--- src/rtl/multicycle_control_pkg.sv ---
// Shared definitions for the multicycle RV32I control FSM: opcodes, mux encodings,
// state encoding, trap causes and the per-state control word.
package multicycle_control_pkg;

  localparam logic [6:0] OP_R     = 7'b0110011;
  localparam logic [6:0] OP_LOAD  = 7'b0000011;
  localparam logic [6:0] OP_STORE = 7'b0100011;
  localparam logic [6:0] OP_BEQ   = 7'b1100011;

  localparam logic [1:0] ALU_ADD   = 2'b00;
  localparam logic [1:0] ALU_SUB   = 2'b01;
  localparam logic [1:0] ALU_FUNCT = 2'b10;

  localparam logic [1:0] SRCA_PC    = 2'b00;
  localparam logic [1:0] SRCA_RS1   = 2'b01;
  localparam logic [1:0] SRCA_OLDPC = 2'b10;

  localparam logic [1:0] SRCB_RS2  = 2'b00;
  localparam logic [1:0] SRCB_FOUR = 2'b01;
  localparam logic [1:0] SRCB_IMM  = 2'b10;

  localparam logic [1:0] CAUSE_NONE    = 2'b00;
  localparam logic [1:0] CAUSE_ILLEGAL = 2'b01;
  localparam logic [1:0] CAUSE_TIMEOUT = 2'b10;

  typedef enum logic [3:0] {
    FETCH     = 4'd0,
    DECODE    = 4'd1,
    MEM_ADDR  = 4'd2,
    MEM_READ  = 4'd3,
    LOAD_WB   = 4'd4,
    MEM_WRITE = 4'd5,
    EXECUTE   = 4'd6,
    ALU_WB    = 4'd7,
    BRANCH    = 4'd8,
    TRAP      = 4'd9
  } state_t;

  typedef struct packed {
    logic       mem_req;
    logic       mem_we;
    logic       iord;
    logic       pc_write_cond;
    logic       pc_source;
    logic [1:0] alu_src_a;
    logic [1:0] alu_src_b;
    logic [1:0] alu_op;
    logic       mem_to_reg;
    logic       reg_write;
    logic       trap;
  } ctl_t;

  // Moore control word for a state; the FETCH completion extras depend on mem_ready
  // and are added in the top.
  function automatic ctl_t state_ctl(state_t s);
    ctl_t c;
    c = '0;
    case (s)
      FETCH: c.mem_req = 1'b1;
      DECODE: begin
        c.alu_src_a = SRCA_OLDPC;
        c.alu_src_b = SRCB_IMM;
        c.alu_op    = ALU_ADD;
      end
      MEM_ADDR: begin
        c.alu_src_a = SRCA_RS1;
        c.alu_src_b = SRCB_IMM;
        c.alu_op    = ALU_ADD;
      end
      MEM_READ: begin
        c.mem_req = 1'b1;
        c.iord    = 1'b1;
      end
      LOAD_WB: begin
        c.reg_write  = 1'b1;
        c.mem_to_reg = 1'b1;
      end
      MEM_WRITE: begin
        c.mem_req = 1'b1;
        c.mem_we  = 1'b1;
        c.iord    = 1'b1;
      end
      EXECUTE: begin
        c.alu_src_a = SRCA_RS1;
        c.alu_src_b = SRCB_RS2;
        c.alu_op    = ALU_FUNCT;
      end
      ALU_WB: c.reg_write = 1'b1;
      BRANCH: begin
        c.alu_src_a     = SRCA_RS1;
        c.alu_src_b     = SRCB_RS2;
        c.alu_op        = ALU_SUB;
        c.pc_write_cond = 1'b1;
        c.pc_source     = 1'b1;
      end
      TRAP: c.trap = 1'b1;
      default: c = '0;
    endcase
    return c;
  endfunction

endpackage

--- src/rtl/multicycle_control_opcode_classify.sv ---
// Combinational opcode classifier for the supported RV32I subset.
module opcode_classify
  import multicycle_control_pkg::*;
(
  input  logic [6:0] opcode,
  output logic       is_r,
  output logic       is_load,
  output logic       is_store,
  output logic       is_beq,
  output logic       is_illegal
);

  assign is_r       = (opcode == OP_R);
  assign is_load    = (opcode == OP_LOAD);
  assign is_store   = (opcode == OP_STORE);
  assign is_beq     = (opcode == OP_BEQ);
  assign is_illegal = !(is_r || is_load || is_store || is_beq);

endmodule

--- src/rtl/multicycle_control.sv ---
// Moore control FSM for a shared-memory multicycle RV32I datapath, with illegal-opcode
// and memory-wait-timeout traps.
module multicycle_control
  import multicycle_control_pkg::*;
#(
  parameter int MEM_WAIT_MAX = 16,
  parameter int WAIT_W       = 5
) (
  input  logic       clk,
  input  logic       rst,
  input  logic [6:0] opcode,
  input  logic       mem_ready,
  output logic       mem_req,
  output logic       mem_we,
  output logic       iord,
  output logic       ir_write,
  output logic       pc_write,
  output logic       pc_write_cond,
  output logic       pc_source,
  output logic [1:0] alu_src_a,
  output logic [1:0] alu_src_b,
  output logic [1:0] alu_op,
  output logic       mem_to_reg,
  output logic       reg_write,
  output logic [3:0] state,
  output logic       trap,
  output logic [1:0] trap_cause
);

  localparam logic [WAIT_W-1:0] WAIT_LAST = WAIT_W'(MEM_WAIT_MAX - 1);

  state_t            state_q, state_d;
  ctl_t              ctl_q, ctl;
  logic [1:0]        cause_q, cause_d;
  logic [WAIT_W-1:0] wait_cnt;
  logic              timeout;
  logic              is_r, is_load, is_store, is_beq, is_illegal;

  opcode_classify u_classify (
    .opcode     (opcode),
    .is_r       (is_r),
    .is_load    (is_load),
    .is_store   (is_store),
    .is_beq     (is_beq),
    .is_illegal (is_illegal)
  );

  assign timeout = (MEM_WAIT_MAX != 0) && ctl_q.mem_req && !mem_ready && (wait_cnt == WAIT_LAST);

  always_comb begin
    state_d = state_q;
    cause_d = cause_q;
    case (state_q)
      FETCH: begin
        if (mem_ready) state_d = DECODE;
        else if (timeout) begin
          state_d = TRAP;
          cause_d = CAUSE_TIMEOUT;
        end
      end
      DECODE: begin
        if (is_illegal) begin
          state_d = TRAP;
          cause_d = CAUSE_ILLEGAL;
        end
        else if (is_r) state_d = EXECUTE;
        else if (is_beq) state_d = BRANCH;
        else state_d = MEM_ADDR;
      end
      // A non-memory opcode appearing here is treated as illegal rather than guessed at.
      MEM_ADDR: begin
        if (is_load) state_d = MEM_READ;
        else if (is_store) state_d = MEM_WRITE;
        else begin
          state_d = TRAP;
          cause_d = CAUSE_ILLEGAL;
        end
      end
      MEM_READ: begin
        if (mem_ready) state_d = LOAD_WB;
        else if (timeout) begin
          state_d = TRAP;
          cause_d = CAUSE_TIMEOUT;
        end
      end
      MEM_WRITE: begin
        if (mem_ready) state_d = FETCH;
        else if (timeout) begin
          state_d = TRAP;
          cause_d = CAUSE_TIMEOUT;
        end
      end
      LOAD_WB: state_d = FETCH;
      EXECUTE: state_d = ALU_WB;
      ALU_WB:  state_d = FETCH;
      BRANCH:  state_d = FETCH;
      TRAP:    state_d = TRAP;
      default: state_d = FETCH;
    endcase
  end

  // Control word is registered from the next state so outputs come straight off flops;
  // the wait counter saturates and clears whenever the access completes or is abandoned.
  always_ff @(posedge clk) begin
    if (rst) begin
      state_q  <= FETCH;
      ctl_q    <= state_ctl(FETCH);
      cause_q  <= CAUSE_NONE;
      wait_cnt <= '0;
    end
    else begin
      state_q <= state_d;
      ctl_q   <= state_ctl(state_d);
      cause_q <= cause_d;
      if (ctl_q.mem_req && !mem_ready && (state_d == state_q)) begin
        if (wait_cnt != '1) wait_cnt <= wait_cnt + 1'b1;
      end
      else wait_cnt <= '0;
    end
  end

  always_comb begin
    ctl      = ctl_q;
    ir_write = 1'b0;
    pc_write = 1'b0;
    if (state_q == FETCH && mem_ready) begin
      ir_write      = 1'b1;
      pc_write      = 1'b1;
      ctl.alu_src_b = SRCB_FOUR;
    end
    if (rst) begin
      ctl      = '0;
      ir_write = 1'b0;
      pc_write = 1'b0;
    end
  end

  assign mem_req       = ctl.mem_req;
  assign mem_we        = ctl.mem_we;
  assign iord          = ctl.iord;
  assign pc_write_cond = ctl.pc_write_cond;
  assign pc_source     = ctl.pc_source;
  assign alu_src_a     = ctl.alu_src_a;
  assign alu_src_b     = ctl.alu_src_b;
  assign alu_op        = ctl.alu_op;
  assign mem_to_reg    = ctl.mem_to_reg;
  assign reg_write     = ctl.reg_write;
  assign trap          = ctl.trap;
  assign state         = state_q;
  assign trap_cause    = cause_q;

endmodule
--- config.mk ---
export PLATFORM = sky130hd
export DESIGN_NAME = multicycle_control
export DESIGN_NICKNAME = d
export VERILOG_FILES = /design/src/rtl/multicycle_control_pkg.sv /design/src/rtl/multicycle_control_opcode_classify.sv /design/src/rtl/multicycle_control.sv
export SDC_FILE = /design/constraint.sdc
export NUM_CORES = 1
export LEC_CHECK = 0
export ABC_AREA = 0
export BUFFER_PORTS_ARGS = -buffer_cell sky130_fd_sc_hd__buf_2
export CAP_MARGIN = 30
export CORE_MARGIN = 4
export CORE_UTILIZATION = 45
export DETAILED_ROUTE_END_ITERATION = 10
export MAX_ROUTING_LAYER = met4
export PLACE_DENSITY = 0.69
export SYNTH_ARGS = -nofsm -noshare
export SYNTH_HDL_FRONTEND = slang
export SYNTH_SLANG_ARGS = --single-unit
--- constraint.sdc ---
create_clock -name clk -period 3.5 [get_ports clk]
set_clock_uncertainty 0.2 [all_clocks]
set_input_delay 0.525 -clock clk [delete_from_list [all_inputs] [get_ports clk]]
set_output_delay 0.525 -clock clk [all_outputs]
set_load 0.05 [all_outputs]
# == Yosys cells after proc, flatten, opt, wreduce, memory -nomap -nowiden ==
# Index checks and enable logic that the tools add are counted.
# totals
ff_bits,25
input_bits,10
out_inout_bits,22
elab_cells,88
# op_classes
add_sub_neg,1
n_eq_ne,27
muxes,28
bitwise,1
reduce_logical,17
# ops
operator,count
4-bit 2-to-1 mux,9
4-bit case mux with 7 select lines,1
4-bit by 3-bit == test with 1-bit output (second input constant),6
6-bit case mux with 4 select lines,1
4-bit by 2-bit == test with 1-bit output (second input constant),4
7-bit by 6-bit == test with 1-bit output (second input constant),2
14-bit 2-to-1 mux,1
2-bit 2-to-1 mux,7
4-bit == test (second input constant),3
4-bit by 1-bit == test with 1-bit output (second input constant),2
4-bit zero test,2
1-bit 2-to-1 mux,8
2-bit != test (second input constant),4
7-bit by 2-bit == test with 1-bit output (second input constant),1
7-bit == test (second input constant),1
2-bit case mux with 3 select lines,1
6-bit AND reduction,1
2-bit OR reduction,3
3-bit OR reduction,2
5-bit by 1-bit adder with 5-bit output (second input constant),1
5-bit by 4-bit == test with 1-bit output (second input constant),1
5-bit != test (second input constant),1
4-bit == test,1
1-bit logical AND,4
other kinds (5),7

# == Longest topological paths before layout ==
# Gate-level depths: netlist (run 1).
# logic_depth
word_depth,10
depth_mapped,9
mapped_depth_nobuf,8

# == Hierarchy ==
# Synthesis (run 1) repeated with hierarchy kept, for this count alone.
# hier_totals
hier_cells,160
area_unflattened_um2,1400.1
# modules_own_cells
module,n_inst,cells_per_inst,area_each_um2
multicycle_control,1,149,1340.0
opcode_classify,1,11,60.1

# == Worst setup path before layout (run 1) ==
# No wires, ideal clock.
# synth_timing
kind,reg-to-output
start,reg state_q[2] (netlist: state[2])
end,out alu_src_b[0]
t_arrival_ns,2.178
setup_slack_ns,0.597
stages_incl_launch_ff,7
n_path_buf,3
cell_sequence,dfxtp_1 -> buf_6 -> clkbuf_1 -> nor4_1 -> nand2_1 -> nor2_1 -> buf_4
# synth_via
elab_chain_cells,4
# synth_rtl
element,line,text
"start, declared",multicycle_control.sv:32,"state_t state_q, state_d;"
"start signal, assigned",multicycle_control.sv:112,state_q <= state_d;
4-bit zero test,multicycle_control.sv:126,if (state_q == FETCH && mem_ready) begin
1-bit logical AND,multicycle_control.sv:126,
2-bit 2-to-1 mux,multicycle_control.sv:126,
14-bit 2-to-1 mux,multicycle_control.sv:131,if (rst) begin
"end, declared",multicycle_control.sv:21,"output logic [1:0] alu_src_b,"
# Every way passes these cells.

# == Worst setup path after layout (run 1) ==
# layout_timing
start,reg state_q[1] (netlist: state[1])
end,reg wait_cnt[1]
# layout_via
elab_chain_cells,7
elab_cells_between_ends,16
cone_classes,eq/ne: 7; mux: 5; bitwise: 1; reduce/logical: 3
# layout_rtl
element,line,text
4-bit 2-to-1 mux,"multicycle_control.sv:56, multicycle_control.sv:81, multicycle_control.sv:88",
4-bit 2-to-1 mux (on tied branches),"multicycle_control.sv:87, multicycle_control.sv:55, multicycle_control.sv:80",
4-bit case mux with 7 select lines,multicycle_control.sv:53,case (state_q)
4-bit == test (*),multicycle_control.sv:115,if (ctl_q.mem_req && !mem_ready && (state_d == state_q)) begin
1-bit logical AND (*),multicycle_control.sv:115,
1-bit NOT (no line) (*),-,
2-bit OR reduction (no line) (*),-,
"end signal, assigned",multicycle_control.sv:116,if (wait_cnt != '1) wait_cnt <= wait_cnt + 1'b1;
"end, declared",multicycle_control.sv:35,logic [WAIT_W-1:0] wait_cnt;
# Every way passes the cells marked *; elsewhere a longest branch is shown, timed or not.
# A chain may end at the register's enable or synchronous reset.

==> results of run 1 <==
## routing by layer
| layer | vias to the layer above | GRT usage | share of wire |
|---|---|---|---|
| met2 | 44 | 0.2396 | 0.44 |
| li1 | 605 | - | - |
| met1 | 560 | 0.2166 | 0.48 |
| met3 | 4 | 0.03964 | 0.070 |
| met4 | 0 | 0.05962 | 0.011 |
| met5 | - | - | 0 |
## power groups by stage
stage               Clock [mW]  Combinational (mW)  Sequential, mW
floorplan                    0               0.114           0.289
CTS                      0.201               0.155           0.277
detailed placement           0               0.154           0.283
global route             0.212               0.169           0.281
finish                   0.195               0.156           0.278
global placement             0               0.154           0.282
## worst paths after layout
path / cells past startpoint / to
max: 5 / wait_cnt[1]$_SDFFE_PP0P_
min: 2 / trap_cause[0]$_SDFFE_PP0P_
max reg2reg: 5 / wait_cnt[1]$_SDFFE_PP0P_
min reg2reg: 2 / trap_cause[0]$_SDFFE_PP0P_
## metrics by stage
step	power (mW)	worst slack [ns]
detailed placement	0.4368	0.9429
global route	0.6611	0.6826
global placement	0.4361	0.9638
CTS	0.6334	0.9293
floorplan	0.4026	0.5966
finish	0.6284	0.8934
## cells in the final DEF (no fill, tap or decap), types with 2 or more instances in the layout
cell and instances:
inv_1 4, o31ai_1 2, nand2b_1 5, xnor2_1 3
a211oi_1 3, and3b_1 2, nor3b_1 4, nor2_1 12
nand2_1 7, nor3_1 4, nand3b_1 3, nor4b_1 2
a21oi_1 7, clkbuf_4 3, buf_2 31, a31oi_1 2
nor4_1 9, nand4b_1 2, ha_1 3, o21ai_0 2
xor2_1 3, dfxtp_1 22, nor2b_1 13, or4_1 2
## flip-flops by register name (all words and copies together), names as in the netlist
register	flops
ctl_q	11
wait_cnt	5
state	4
trap_cause	2
## logic make-up after synthesis
kind of cell | count (synthesis)
multiplexers | 2
AND/OR/NAND/NOR | 76
XOR/XNOR | 6
buffers and inverters | 16
adder cells (fa/ha/maj) | 3
AO/OA/AOI/OAI | 26
flip-flops | 22
## worst min-delay path, cell delays in order, from the launching register on
cell and delay, ns:
dfxtp_1 0.33, inv_1 0.05, a211oi_1 0.05
## cell type report
cell class                 instances  area [sq um]
timing repair buffer              32         162.7
multi-input combinational        113         795.8
clock inverter                     1         30.03
inverter                           4         15.01
tap                               31         38.79
clock buffer                       3         22.52
fill                             245          1276
sequential                        22         440.4
==> summary.txt, run 1 <==
Power and ir drop
  – Leakage: 0.6375 nW
  – Worst vdd ir: 0.2935 mV
  – P_sw: about 200 uW
  – Flop pwr share: 0.442
  – Pwr dens: ~420 nW/um^2
  – P_int: between 400 and 500 uW
  – Sw Share: 0.3158
  – Clk pwr share: 0.310
  – Combinational share of power: 0.248

Layout
  – Layout Nets: ~190
  – Number of diodes: 0
  – Util after Layout: 0.5412
  – Share of cells above drive strength 1: 0.2400
  – Syn-to-layout area delta: 13.81%
  – Final Cell Area: approximately 1500 sq um
  – Count of non-filler cells in the finished layout: 206

Hold path
  – Worst Hold Class: register to register
  – Min-Delay Startpoint: trap_cause[0]$_SDFFE_PP0P_

Critical path
  – Critical path class: register to register
  – Flop2flop setup slack: between 0.8 and 0.9 ns
  – CP Cell Sequence: nor3b_1 -> a22o_1 -> nand2b_1 -> o221ai_1 -> nor4_1
  – CP startpoint kind: register
  – CP Data Required Time: 3.52 ns
  – Crit end category: register
  – Delay of the slowest critical-path stage: between 0.6 and 0.7 ns
  – Worst R2R Start: state[1]$_SDFF_PP0_
  – CP startpoint: state[1]$_SDFF_PP0_
  – Slowest-stage cell, CP: dfxtp_1
  – Arr. time, crit path: roughly 2.6 ns
  – CP Buf/Inv Count: 0
  – Max Fanout on Critical Path: 16
  – Cell family with most CP delay: simple AND/OR/NAND/NOR gates

Clock network
  – CTS Buf Count: 3
  – Max Buffers Root-to-Sink: 2
  – CTS tree: built
  – Root buf cell: clkbuf_4
  – Hold-fix buffers, CTS: 0
  – Worst skew pair latency: 0.32 ns
  – Post-CTS Setup Repair Bufs: 0
  – Clk sinks: 22
  – Post-CTS Resized: 0
  – H-tree depth: 1
  – Clock transition at path regs: between 0.1 and 0.15 ns

Yosys
  – XOR/XNOR Fraction of Synth Area: 0.03974
  – Simple-Gate Fraction of Synth Area: 0.3794
  – Post-synthesis compound-gate area fraction: 0.1381
  – Cells after Synth: about 150
  – Register area share after synthesis: 0.3330
  – Library cells used by synthesis: just under 50
  – Syn Nets: between 150 and 200
  – Post-synthesis adder-cell area fraction: 0.02838
  – Syn avg cell area: approximately 9 sq um
  – Post-synthesis mux area share: 0.01608
  – Post-Syn Area: ~1300 sq um
  – Most area-consuming cells after synthesis: dfxtp_1, nor2b_1, nor4_1, nor2_1, ha_1
  – Largest family of logic cells by synthesized area: simple AND/OR/NAND/NOR gates
  – Largest area contributor in the netlist: dfxtp_1
  – FFs w/ async S/R, synth: 0
  – Synth warn: 0
  – EDFF count, synth: 0
  – Most common cell in the netlist: dfxtp_1
  – Commonest cells post-synth: dfxtp_1, nor2b_1, nor2_1
  – Flip-flop and latch count after synthesis: 22
  – Top_reg_cell synth: dfxtp_1
  – Share of the synthesized area in the top cell type: 0.3330

STA
  – Tmin final: roughly 2.6 ns
  – Total negative slack: 0 ns
  – Maximum clock frequency: ~380 MHz
  – RSZ-0062 raised after global routing: false
  – Fin Hold WS: around 0.26 ns
  – Worst-Margin Slew: 0.6591 ns
  – Slew Limit Fails: 0
  – Final Hold Vio Count: 0
  – Headroom to the max-slew limit: 0.5600
  – Period utilization: 0.7447
  – Setup violations, final: 0

Flow run
  – Max cap viols: 0

Drt
  – DR vias/cell: between 5 and 6
  – WL/cell: between 10 and 15 um
  – Routed Wire Length: about 3 mm
  – First drt pass iteration count: 4
  – Remaining antenna violation count after routing: 0
  – DRC: 0
  – Iteration-0 DRC Markers: a little over 60
  – Via count: between 1000 and 1500

Placed design
  – Dpl hpwl: ~2.2 mm
  – Inst Count DP: approximately 200
  – Port bufs: 31
  – Post-DP Area: roughly 1500 sq um
  – GP Congestion: between 0.9 and 1

Status
  – Status: finished, final reports clean

Global route
  – Largest net degree at the start of global routing: 26
  – Antenna violations before repair: 0
  – GRT overflow: 0
  – Vias in the first global route: 1108
  – First-pass GRT wire length: 5.161 mm
  – Gr usage total: 0.1634

Floorplanning
  – I/O pin count: 32
  – Die Y: between 60 and 70 um
  – Row cnt: 19
  – Die ar.: 3870 sq um
  – Initial Util: 0.4755
  – Die width: between 60 and 70 um
  – Core area: 2781 sq um
Note: power is estimated with default switching activity, not from simulation.
==> run 2, diff against run 1 <==
==> constraint.sdc (replaced) <==
create_clock -name clk -period 2.7 [get_ports clk]
set_clock_uncertainty 0.2 [all_clocks]
set_input_delay 0.405 -clock clk [delete_from_list [all_inputs] [get_ports clk]]
set_output_delay 0.405 -clock clk [all_outputs]
set_load 0.05 [all_outputs]
==> run 2 against run 1 <==
Net effect: cell count grew 1.5%; global-route usage shrank 0.87 points; setup slack lost 0.71 ns.
==> summary.txt, run 2 (synthesized netlist as in run 1, its figures left out) <==
Status
  – Status: finished, final reports clean

Layout
  – Storage element area: 441.7 sq um (+0.28%)
  – Count of non-filler cells in the finished layout: 209 (+1.5%)
  – Commonest non-fill, non-tap cell in the layout: buf_2
  – Area of the multi-input gates: 813.3 sq um (+2.2%)
  – Max reg flops: 11 (unchanged)
  – Number of diodes: 0 (unchanged)
  – Most flops, register: ctl_q
  – Layout Nets: 193 (+2.1%)
  – Share of cells above drive strength 1: 0.2809 (+0.04090)
  – Syn-to-layout area delta: 15.23%
  – Fill cells: 277 (+13%)
  – Most frequent cells in the layout: buf_2, dfxtp_1, nor2b_1

Global route
  – Gr usage total: 0.1547 (-0.008664)
  – Largest net degree at the start of global routing: 26 (unchanged)
  – First-pass GRT wire length: 5.016 mm (-2.8%)
  – Antenna violations before repair: 0 (unchanged)
  – GRT overflow: 0 (unchanged)
  – Vias in the first global route: 1131 (+2.1%)

Clock network
  – CTS Buf Count: 3 (unchanged)
  – Worst skew pair latency: 0.29 ns (-0.03 ns)
  – Root buf cell: clkbuf_4
  – H-tree depth: 1 (unchanged)
  – Max Buffers Root-to-Sink: 2 (unchanged)
  – Clock transition at path regs: 0.11 ns (-0.02 ns)
  – Post-CTS Resized: 0 (unchanged)
  – Hold-fix buffers, CTS: 0 (unchanged)
  – Post-CTS Setup Repair Bufs: 0 (unchanged)
  – Clk sinks: 22 (unchanged)
  – CTS tree: built

Placed design
  – Dpl hpwl: 2.288 mm (+4.6%)
  – Inst Count DP: 206 (+2.0%)
  – GP Congestion: 0.8808 (-5.6%)
  – Port bufs: 31 (unchanged)

Drt
  – WL/cell: 14.15 um (-4.4%)
  – First drt pass iteration count: 4 (unchanged)
  – DRC: 0 (unchanged)
  – DR vias/cell: 5.679 (-3.5%)
  – Routed Wire Length: 2.958 mm (-3.0%)
  – Remaining antenna violation count after routing: 0 (unchanged)
  – Iteration-0 DRC Markers: 70 (+15%)
  – Via count: 1187 (-2.1%)

Power and ir drop
  – Sw Share: 0.3463 (+0.03050)
  – P_int: 464.8 uW (+8.1%)
  – Combinational share of power: 0.297 (+0.049)
  – Clk pwr share: 0.198 (-0.112)
  – Leakage: 0.6477 nW (+1.6%)
  – Pwr Total: 711.0 uW (+13%)
  – Flop pwr share: 0.505 (+0.063)
  – Worst vdd ir: 0.3582 mV (+22%)
  – P_sw: 246.2 uW (+24%)
  – Pwr dens: 466.5 nW/um^2 (+12%)

Floorplanning
  – Initial Util: 0.4755 (unchanged)
  – I/O pin count: 32 (unchanged)
  – Row cnt: 19 (unchanged)
  – Die Y: 62.21 um (unchanged)
  – Core area: 2781 sq um (unchanged)
  – Die ar.: 3870 sq um (unchanged)
  – Die width: 62.21 um (unchanged)

Flow run
  – Max cap viols: 0 (unchanged)

Critical path
  – CP Buf/Inv Count: 0 (unchanged)
  – Slowest-stage cell, CP: or4b_4
  – CP startpoint kind: register
  – Crit end category: register
  – Cell family with most CP delay: simple AND/OR/NAND/NOR gates
  – Max Fanout on Critical Path: 16 (unchanged)
  – CP Cell Sequence: or4b_4 -> nor4_4 -> nor3b_2 -> a21o_1 -> a311o_1
  – CP Data Required Time: 2.69 ns (-0.83 ns)
  – Critical path class: register to register
  – Delay of the slowest critical-path stage: 0.62 ns (-0.05 ns)
  – Arr. time, crit path: 2.51 ns (-0.12 ns)

STA
  – Worst-Margin Slew: 0.5237 ns (-0.1355 ns)
  – Tmin final: 2.514 ns (-0.09304 ns)
  – Slew Limit Fails: 0 (unchanged)
  – Maximum clock frequency: 397.8 MHz (+3.7%)
  – Headroom to the max-slew limit: 0.6509 (+0.09090)
  – Final Hold Vio Count: 0 (unchanged)
  – Setup violations, final: 0 (unchanged)
  – Period utilization: 0.9309 (+0.1862)

Hold path
  – Worst Hold Class: input port to register
==> run 2: cell type report <==
type	count	share of cell area
clock buffer	3	0.01478
inverter	4	0.009852
multi-input combinational	113	0.5337
sequential	22	0.2898
tap	31	0.02545
timing repair buffer	36	0.1264
==> run 2: power by group through the flow <==
stage / logic, mW / registers [mW] / clock network [mW]
2_1_floorplan: 0.148 / 0.375 / 0
4_1_cts: 0.210 / 0.357 / 0.146
6_report: 0.211 / 0.359 / 0.141
5_1_grt: 0.228 / 0.362 / 0.161
3_3_place_gp: 0.208 / 0.364 / 0
3_5_place_dp: 0.209 / 0.364 / 0
==> run 2: through the flow <==
stage | util | setup TNS (ns) | hold WS [ns] | worst slack [ns] | cell area, sq um
3_5_place_dp | 0.5340 | 0 | 0.2561 | 0.1490 | 1485
3_3_place_gp | 0.5340 | 0 | 0.2439 | 0.1455 | 1485
2_1_floorplan | - | 0 | 0.3224 | 0.1860 | 1325
5_1_grt | 0.5479 | -0.03323 | 0.2762 | -0.01793 | 1524
6_report | 0.5479 | 0 | 0.2565 | 0.1865 | 1524
4_1_cts | 0.5421 | 0 | 0.2461 | 0.1094 | 1508
==> run 2: final timing paths <==
| path | cells past startpoint | start | end | slack, ns |
|---|---|---|---|---|
| setup / recovery | 5 | state[1]$_SDFF_PP0_ | ctl_q[13]$_SDFF_PP1_ | 0.19 |
| setup reg to reg | 5 | state[1]$_SDFF_PP0_ | ctl_q[13]$_SDFF_PP1_ | 0.19 |
| hold reg to reg | 2 | trap_cause[0]$_SDFFE_PP0P_ | trap_cause[0]$_SDFFE_PP0P_ | 0.26 |
| hold / removal | 3 | mem_ready | ctl_q[8]$_SDFF_PP0_ | 0.26 |
==> run 2: worst register-to-register path, stage by stage, from the launching register on <==
cell and delay [ns]:
dfxtp_1 0.48, or4b_4 0.63, nor4_4 0.43, nor3b_2 0.15
a21o_1 0.20, a311o_1 0.33
==> run 2: per-layer routing <==
metal | share of wire | global-route usage | vias up
met5 | 0 | - | -
li1 | - | - | 605
met1 | 0.46 | 0.1874 | 546
met3 | 0.051 | 0.03243 | 4
met4 | 0.012 | 0.04336 | 0
met2 | 0.48 | 0.2578 | 32
